### src/rtl/membus_arbiter.sv
// membus_arbiter
//
// Shares one memory-bus slave port between the core's instruction-fetch port
// and its data port. One transaction is in flight at a time. When both ports
// request together, the winner is chosen round-robin (FIXED_PRIO = 0) or the
// data port always wins (FIXED_PRIO = 1).
//
// Protocol on every port: the requester raises req and holds addr/we/be/wdata
// stable until it sees a one-cycle valid pulse. If req is still high in the
// cycle after valid, that is a new transaction. An IDLE cycle always follows a
// response, so a new grant is never made in the same cycle as a response.
//
// Optional feature, enabled by defining MEMBUS_ARB_TIMEOUT_EN:
//   A response watchdog. If the slave has not answered by BUSY cycle
//   TIMEOUT_CYCLES, the granted port receives a valid pulse with read data
//   32'hDEADBEEF, err_flag sets and err_addr records the granted address.
//   Without the macro, BUSY waits indefinitely and err_flag/err_addr read 0.
//
// Parameters:
//   FIXED_PRIO     0 = round-robin, 1 = data port wins contention
//   TIMEOUT_CYCLES watchdog limit in clk cycles (2..65535), used only with
//                  the watchdog
//
// Ports:
//   clk, resn                  clock, synchronous active-low reset
//   i_req/i_addr               instruction request and address
//   i_valid/i_rdata            instruction response pulse and read data
//   d_req/d_we/d_be/d_addr/d_wdata  data request and attributes
//   d_valid/d_rdata            data response pulse and read data
//   m_req/m_we/m_be/m_addr/m_wdata  slave request and attributes
//   m_valid/m_rdata            slave response pulse and read data
//   owner                      00 none, 01 instruction, 10 data
//   err_flag/err_addr/err_clr  sticky timeout flag, address of the timed-out
//                              access, and flag clear

module membus_arbiter #(
    parameter int unsigned FIXED_PRIO     = 0,
    parameter int unsigned TIMEOUT_CYCLES = 256
) (
    input  logic        clk,
    input  logic        resn,

    input  logic        i_req,
    input  logic [31:0] i_addr,
    output logic        i_valid,
    output logic [31:0] i_rdata,

    input  logic        d_req,
    input  logic        d_we,
    input  logic [3:0]  d_be,
    input  logic [31:0] d_addr,
    input  logic [31:0] d_wdata,
    output logic        d_valid,
    output logic [31:0] d_rdata,

    output logic        m_req,
    output logic        m_we,
    output logic [3:0]  m_be,
    output logic [31:0] m_addr,
    output logic [31:0] m_wdata,
    input  logic        m_valid,
    input  logic [31:0] m_rdata,

    output logic [1:0]  owner,
    output logic        err_flag,
    output logic [31:0] err_addr,
    input  logic        err_clr
);

    typedef enum logic [1:0] {
        StIdle  = 2'b00,
        StBusyI = 2'b01,
        StBusyD = 2'b10
    } state_e;

    localparam logic [31:0] TimeoutData = 32'hDEAD_BEEF;

    state_e state_q, state_d;
    // Set when the data port won the most recent grant; reset means the
    // instruction port won last, so data wins the first contention.
    logic   last_d_q, last_d_d;
    // Watchdog expiry in the current cycle; constant 0 without the watchdog.
    logic   timeout;

    // ------------------------------------------------------------------
    // Arbitration, bus muxing and response routing
    // ------------------------------------------------------------------
    always_comb begin
        state_d  = state_q;
        last_d_d = last_d_q;

        m_req    = 1'b0;
        m_we     = 1'b0;
        m_be     = 4'b0000;
        m_addr   = 32'h0;
        m_wdata  = 32'h0;
        owner    = 2'b00;

        i_valid  = 1'b0;
        d_valid  = 1'b0;
        i_rdata  = m_rdata;
        d_rdata  = m_rdata;

        case (state_q)
            StIdle: begin
                // A response seen here is stale or stray and is dropped.
                if (i_req && d_req) begin
                    if ((FIXED_PRIO != 0) || !last_d_q) begin
                        state_d  = StBusyD;
                        last_d_d = 1'b1;
                    end else begin
                        state_d  = StBusyI;
                        last_d_d = 1'b0;
                    end
                end else if (d_req) begin
                    state_d  = StBusyD;
                    last_d_d = 1'b1;
                end else if (i_req) begin
                    state_d  = StBusyI;
                    last_d_d = 1'b0;
                end
            end

            StBusyI: begin
                // Fetches are reads; write attributes stay at zero.
                owner  = 2'b01;
                m_req  = i_req;
                m_addr = i_addr;
                if (m_valid || timeout) begin
                    i_valid = 1'b1;
                    state_d = StIdle;
                end
                if (timeout) begin
                    i_rdata = TimeoutData;
                end
            end

            StBusyD: begin
                owner   = 2'b10;
                m_req   = d_req;
                m_we    = d_we;
                m_be    = d_be;
                m_addr  = d_addr;
                m_wdata = d_wdata;
                if (m_valid || timeout) begin
                    d_valid = 1'b1;
                    state_d = StIdle;
                end
                if (timeout) begin
                    d_rdata = TimeoutData;
                end
            end

            default: begin
                state_d = StIdle;
            end
        endcase
    end

    always_ff @(posedge clk) begin
        if (!resn) begin
            state_q  <= StIdle;
            last_d_q <= 1'b0;
        end else begin
            state_q  <= state_d;
            last_d_q <= last_d_d;
        end
    end

    // ------------------------------------------------------------------
    // Response watchdog
    // ------------------------------------------------------------------
`ifdef MEMBUS_ARB_TIMEOUT_EN
    localparam logic [15:0] TimeoutLast = 16'(TIMEOUT_CYCLES - 1);

    logic [15:0] wd_cnt_q, wd_cnt_d;
    logic        err_flag_q, err_flag_d;
    logic [31:0] err_addr_q, err_addr_d;

    // Expiry needs no m_valid in the same cycle: a real response wins.
    assign timeout = (state_q != StIdle) && !m_valid && (wd_cnt_q == TimeoutLast);

    always_comb begin
        // Held at zero while idle, so each grant starts counting from zero.
        wd_cnt_d = 16'h0;
        if (state_q != StIdle) begin
            wd_cnt_d = wd_cnt_q + 16'h1;
        end

        err_flag_d = err_flag_q;
        err_addr_d = err_addr_q;
        if (timeout) begin
            // A fresh timeout outranks a clear in the same cycle.
            err_flag_d = 1'b1;
            err_addr_d = m_addr;
        end else if (err_clr) begin
            err_flag_d = 1'b0;
        end
    end

    always_ff @(posedge clk) begin
        if (!resn) begin
            wd_cnt_q   <= 16'h0;
            err_flag_q <= 1'b0;
            err_addr_q <= 32'h0;
        end else begin
            wd_cnt_q   <= wd_cnt_d;
            err_flag_q <= err_flag_d;
            err_addr_q <= err_addr_d;
        end
    end

    assign err_flag = err_flag_q;
    assign err_addr = err_addr_q;
`else
    assign timeout  = 1'b0;
    assign err_flag = 1'b0;
    assign err_addr = 32'h0;

    // Without the watchdog the clear input and the limit have no function.
    logic [16:0] unused_wd;
    assign unused_wd = {err_clr, 16'(TIMEOUT_CYCLES)};
`endif

endmodule

### config.mk
export PLATFORM = sky130hd
export DESIGN_NAME = membus_arbiter
export DESIGN_NICKNAME = d
export VERILOG_FILES = /design/src/rtl/membus_arbiter.sv
export SDC_FILE = /design/constraint.sdc
export NUM_CORES = 1
export LEC_CHECK = 0
export CAP_MARGIN = 0
export CORE_AREA = 2 2 122 124
export CTS_CLUSTER_DIAMETER = 40
export DETAILED_ROUTE_END_ITERATION = 10
export DIE_AREA = 0 0 124 126
export GPL_ROUTABILITY_DRIVEN = 1
export MAX_ROUTING_LAYER = met4
export PLACE_DENSITY = 0.61
export SYNTH_ARGS = -nofsm -noshare
export SYNTH_HDL_FRONTEND = slang
export SYNTH_SLANG_ARGS = --single-unit
export TNS_END_PERCENT = 50
### constraint.sdc
create_clock -name clk -period 1.24 [get_ports clk]
set_input_delay 0.186 -clock clk [delete_from_list [all_inputs] [get_ports clk]]
set_output_delay 0.186 -clock clk [all_outputs]
set_load 0.03 [all_outputs]
# == Word level (Yosys, flattened, before mapping) ==
# Cells that the tools add are included.
# classes
n_eq_ne,4
mux,19
reduce_logical,6
# op_table
operator,n
$pmux 32 s2,1
$mux 32,1
$mux 2,5
$mux 1,8
$pmux 2 s2,2
$mux 4,1
$ne 4x4->1 const B,1
$reduce_and 2->1,2
$reduce_bool 3->1,1
$eq 2x1->1 const B,1
$eq 2x2->1 const B,1
$logic_not 2->1,1
$ne 2x1->1 const B,1
$pmux 1 s2,1
$reduce_or 2->1,1
$logic_and 1x1->1,1
# word_totals
regBits,3
input_bits,139
output_inout_bits,171
elab_cells,31

# == Depth between registers and ports, before layout ==
# Gate-level depths: netlist (run 1).
# logic_depth
word_depth,4
depth_mapped,6
depth_no_buf,5

# == Least setup slack after synthesis (run 1) ==
# OpenSTA, ideal clock, no wires.
# synth_path
path_type,register -> output
startpoint,register state_q[0]
endpoint,output m_addr[0]
t_arrival_ns,1.410
required_ns,1.054
setup_slack_ns,-0.356
path_stages_with_launch,5
n_path_buf,1
cell_sequence,dfxtp_1 inv_1 ha_1 buf_2 nor2b_1
# synth_between
elab_chain_cells,2
elab_cells_between_ends,3
classes_between,eq/ne: 2; mux: 1
# synth_rtl
element,line,rtl
from (decl),78,"state_e state_q, state_d;"
from (signal assigned),162,state_q <= StIdle;
from (signal assigned),165,state_q <= state_d;
$eq 2x2->1 / $eq 2x1->1 (equally long branches),104,case (state_q)
$pmux 32 s2 *,104,
to (decl),59,"output logic [31:0] m_addr,"
# Every way passes the cells marked *; elsewhere a longest branch is shown, timed or not.

# == Final worst setup path (run 1) ==
# layout_path
startpoint,register state_q[0]
endpoint,output m_addr[17]
# The elaborated chain is that of the path after synthesis.

==> results.cfg, run 1 <==
[clocking]
cts_hold_buf = 0
h-tree-depth = 1
cts.clk_slew.worst_paths_ns = 0.03
root_buffer = clkbuf_16
numCtsBuffers = 3
cts_max_path_buffers = 2
cts_tree = yes
insertion_delay_ns = 0.22
cts_sinks = 3

[routing]
drt-wirelength-per-cell_um = 12.96
ant_nets = 0
drtIter0Drc = 14
drc_errors = 0
via_per_inst = 3.548
wl_mm = 7.089
vias = 1941
drt-pass1-iter-count = 2

[worst_setup_path]
startpoint_type = flip-flop
worstPathMaxFanout = 19
arrival_ns = 1.43
crit_buf_inv = 3
end_kind = output pin
cp_top_family = flip-flops
crit_path_cell_trace = inv_6, ha_4, buf_12, a22oi_2, nor2b_4, buf_6
worstPathRequired_ns = 1.05
path_class = reg -> out
cpPeakStageDelay_ns = 0.38
slowest_stage = dfxtp_4

[synthesis]
synthesis.area_um2 = 1760
ys_types = 20
syn_avg_cell_area_um2 = 7.275
synth_cells = 242
yosysSeqAreaShare_pct = 3.412
synth_seq_cells = 3
yosysWarningCount = 0

[sta]
fmax_mhz = 620.4
period_needed_ns = 1.612
fin_skew_ns = 0.0006884
setup_viol_count_final = 75
slew_violations = 0
fin_crit_sh_pct = 130.0
hold_viol_final = 0
finalWorstSetupSlack_ns = -0.3720
rsz0062_at_grt = true
fin_setup_tns_ns = -23.70

[grt]
grt_pass1_vias = 1929
antenna_found_initial = 0
grt_max_degree = 34
grt-ovfl-total = 0
grt_first_pass_wirelength_mm = 9.860
grt.total_usage_pct = 8.220

[finish]
layout_common_cells = clkdlybuf4s50_1, buf_6, a22oi_2, nor2b_4, conb_1
fin_area_um2 = 4095
final_common_cell = clkdlybuf4s50_1
area_growth_pct = 132.6
layout.nets = 508
final_layout_size_suffix_gt1_share_pct = 58.13
fillers = 1496
diodes = 0

[status]
violations = setup timing
outcome = complete, but fails checks

[floorplanning]
die_w_um = 124
die_area_um2 = 15620
core-area_um2 = 14310
die_y_um = 126
start_util_pct = 12.30
rows = 44
ios = 310

[hold_path]
hp-class = in -> out

[placement]
place.gp.congestion = 0.6406
dp_hpwl_mm = 5.334
dpl_cell_area_um2 = 3537
port_buffers = 179

[power]
power_density_nw_per_um2 = 691.2
vdd_drop_max_uv = 450.9
power_mw = 2.831
p_leak_nw = 1.573

[run]
drv_cap = 0
## power breakdown
| group | internal, mW | switching [mW] |
|---|---|---|
| registers | 0.109 | 0.0173 |
| logic | 1.18 | 1.02 |
| clock network | 0.424 | 0.0793 |
## sequential cells by signal (all words and copies together), names as in the netlist
signal / cells
last_d_q: 1
state_q: 2
## synthesized netlist by cell type
cell type    n  area, um2
o21ai_1      2      10.01
conb_1       1      3.750
a22oi_1     33      247.7
buf_4      100      750.7
clkbuf_2     3      15.01
nand4_1      1      6.260
nor2b_1     33      206.5
o2111ai_1    1      8.760
nor3b_2      1      12.51
nand2_1      1      3.750
dfxtp_1      3      60.06
inv_1        4      15.01
a21oi_1      3      15.01
buf_2        4      20.02
a311oi_1     1      8.760
and2_1      39      244.0
ha_1         5      62.56
buf_6        5      56.30
and2b_1      1      7.510
nand2b_1     1      6.260
## through the flow
stage | instances | utilization, % | hold WS (ns) | setup slack [ns]
finish | 547 | 28.61 | 0.3720 | -0.3720
global route | 547 | 28.61 | 0.3721 | -0.4257
CTS | 543 | 27.77 | 0.3723 | -0.3857
detailed placement | 536 | 24.71 | 0.3723 | -0.1764
global placement | 536 | 24.71 | 0.3723 | -0.1596
floorplan | 274 | - | 0.3010 | -0.05941
## final cells by class
cell class	instances	area [um2]	area share (%)
timing repair buffer	197	2173	53.07
multi-input combinational	155	1523	37.18
tap	184	230.2	5.622
clock buffer	4	78.83	1.925
sequential	3	67.56	1.650
inverter	4	22.52	0.5500
## worst paths after layout
path,cells after the start,end,from,slack [ns]
min reg2reg,1,last_d_q$_SDFFE_PN0P_,last_d_q$_SDFFE_PN0P_,0.52
max,6,m_addr[17],state_q[0]$_SDFFE_PN0P_,-0.37
max reg2reg,6,state_q[0]$_SDFFE_PN0P_,state_q[0]$_SDFFE_PN0P_,-0.10
min,0,d_rdata[0],m_rdata[0],0.37
## routing by layer
| metal | vias to the layer above | routed length (um) | GRT usage, % |
|---|---|---|---|
| li1 | 904 | - | - |
| met1 | 883 | 2325 | 8.254 |
| met2 | 118 | 3882 | 15.74 |
| met3 | 36 | 659 | 1.223 |
| met4 | 0 | 221 | 2.974 |
| met5 | - | 0 | - |
## cells by family after synthesis
group	synth area share, %
DFF	3.412
other	0.2130
adders and majority gates	3.554
buffers and inverters	48.68
and+or+nand+nor	27.65
AOI/OAI and AO/OA	16.49
## timing repair
action	CTS	global route
endpoints found under the hold margin	0	0
pin swaps	9	15
gates resized for setup	84	23
setup buffers	2	1
gates cloned	1	3
setup endpoints to repair	75	76
Note: power is estimated with default switching activity, not from simulation.
==> inputs of run 2 (changes only) <==
--- a/config.mk
+++ b/config.mk
@@ -10,7 +10,6 @@
 export CTS_CLUSTER_DIAMETER = 40
 export DETAILED_ROUTE_END_ITERATION = 10
 export DIE_AREA = 0 0 124 126
-export GPL_ROUTABILITY_DRIVEN = 1
 export MAX_ROUTING_LAYER = met4
 export PLACE_DENSITY = 0.61
 export SYNTH_ARGS = -nofsm -noshare
==> results of run 2 <==
No change in the layout: final DEF, timing and power equal those of run 1.
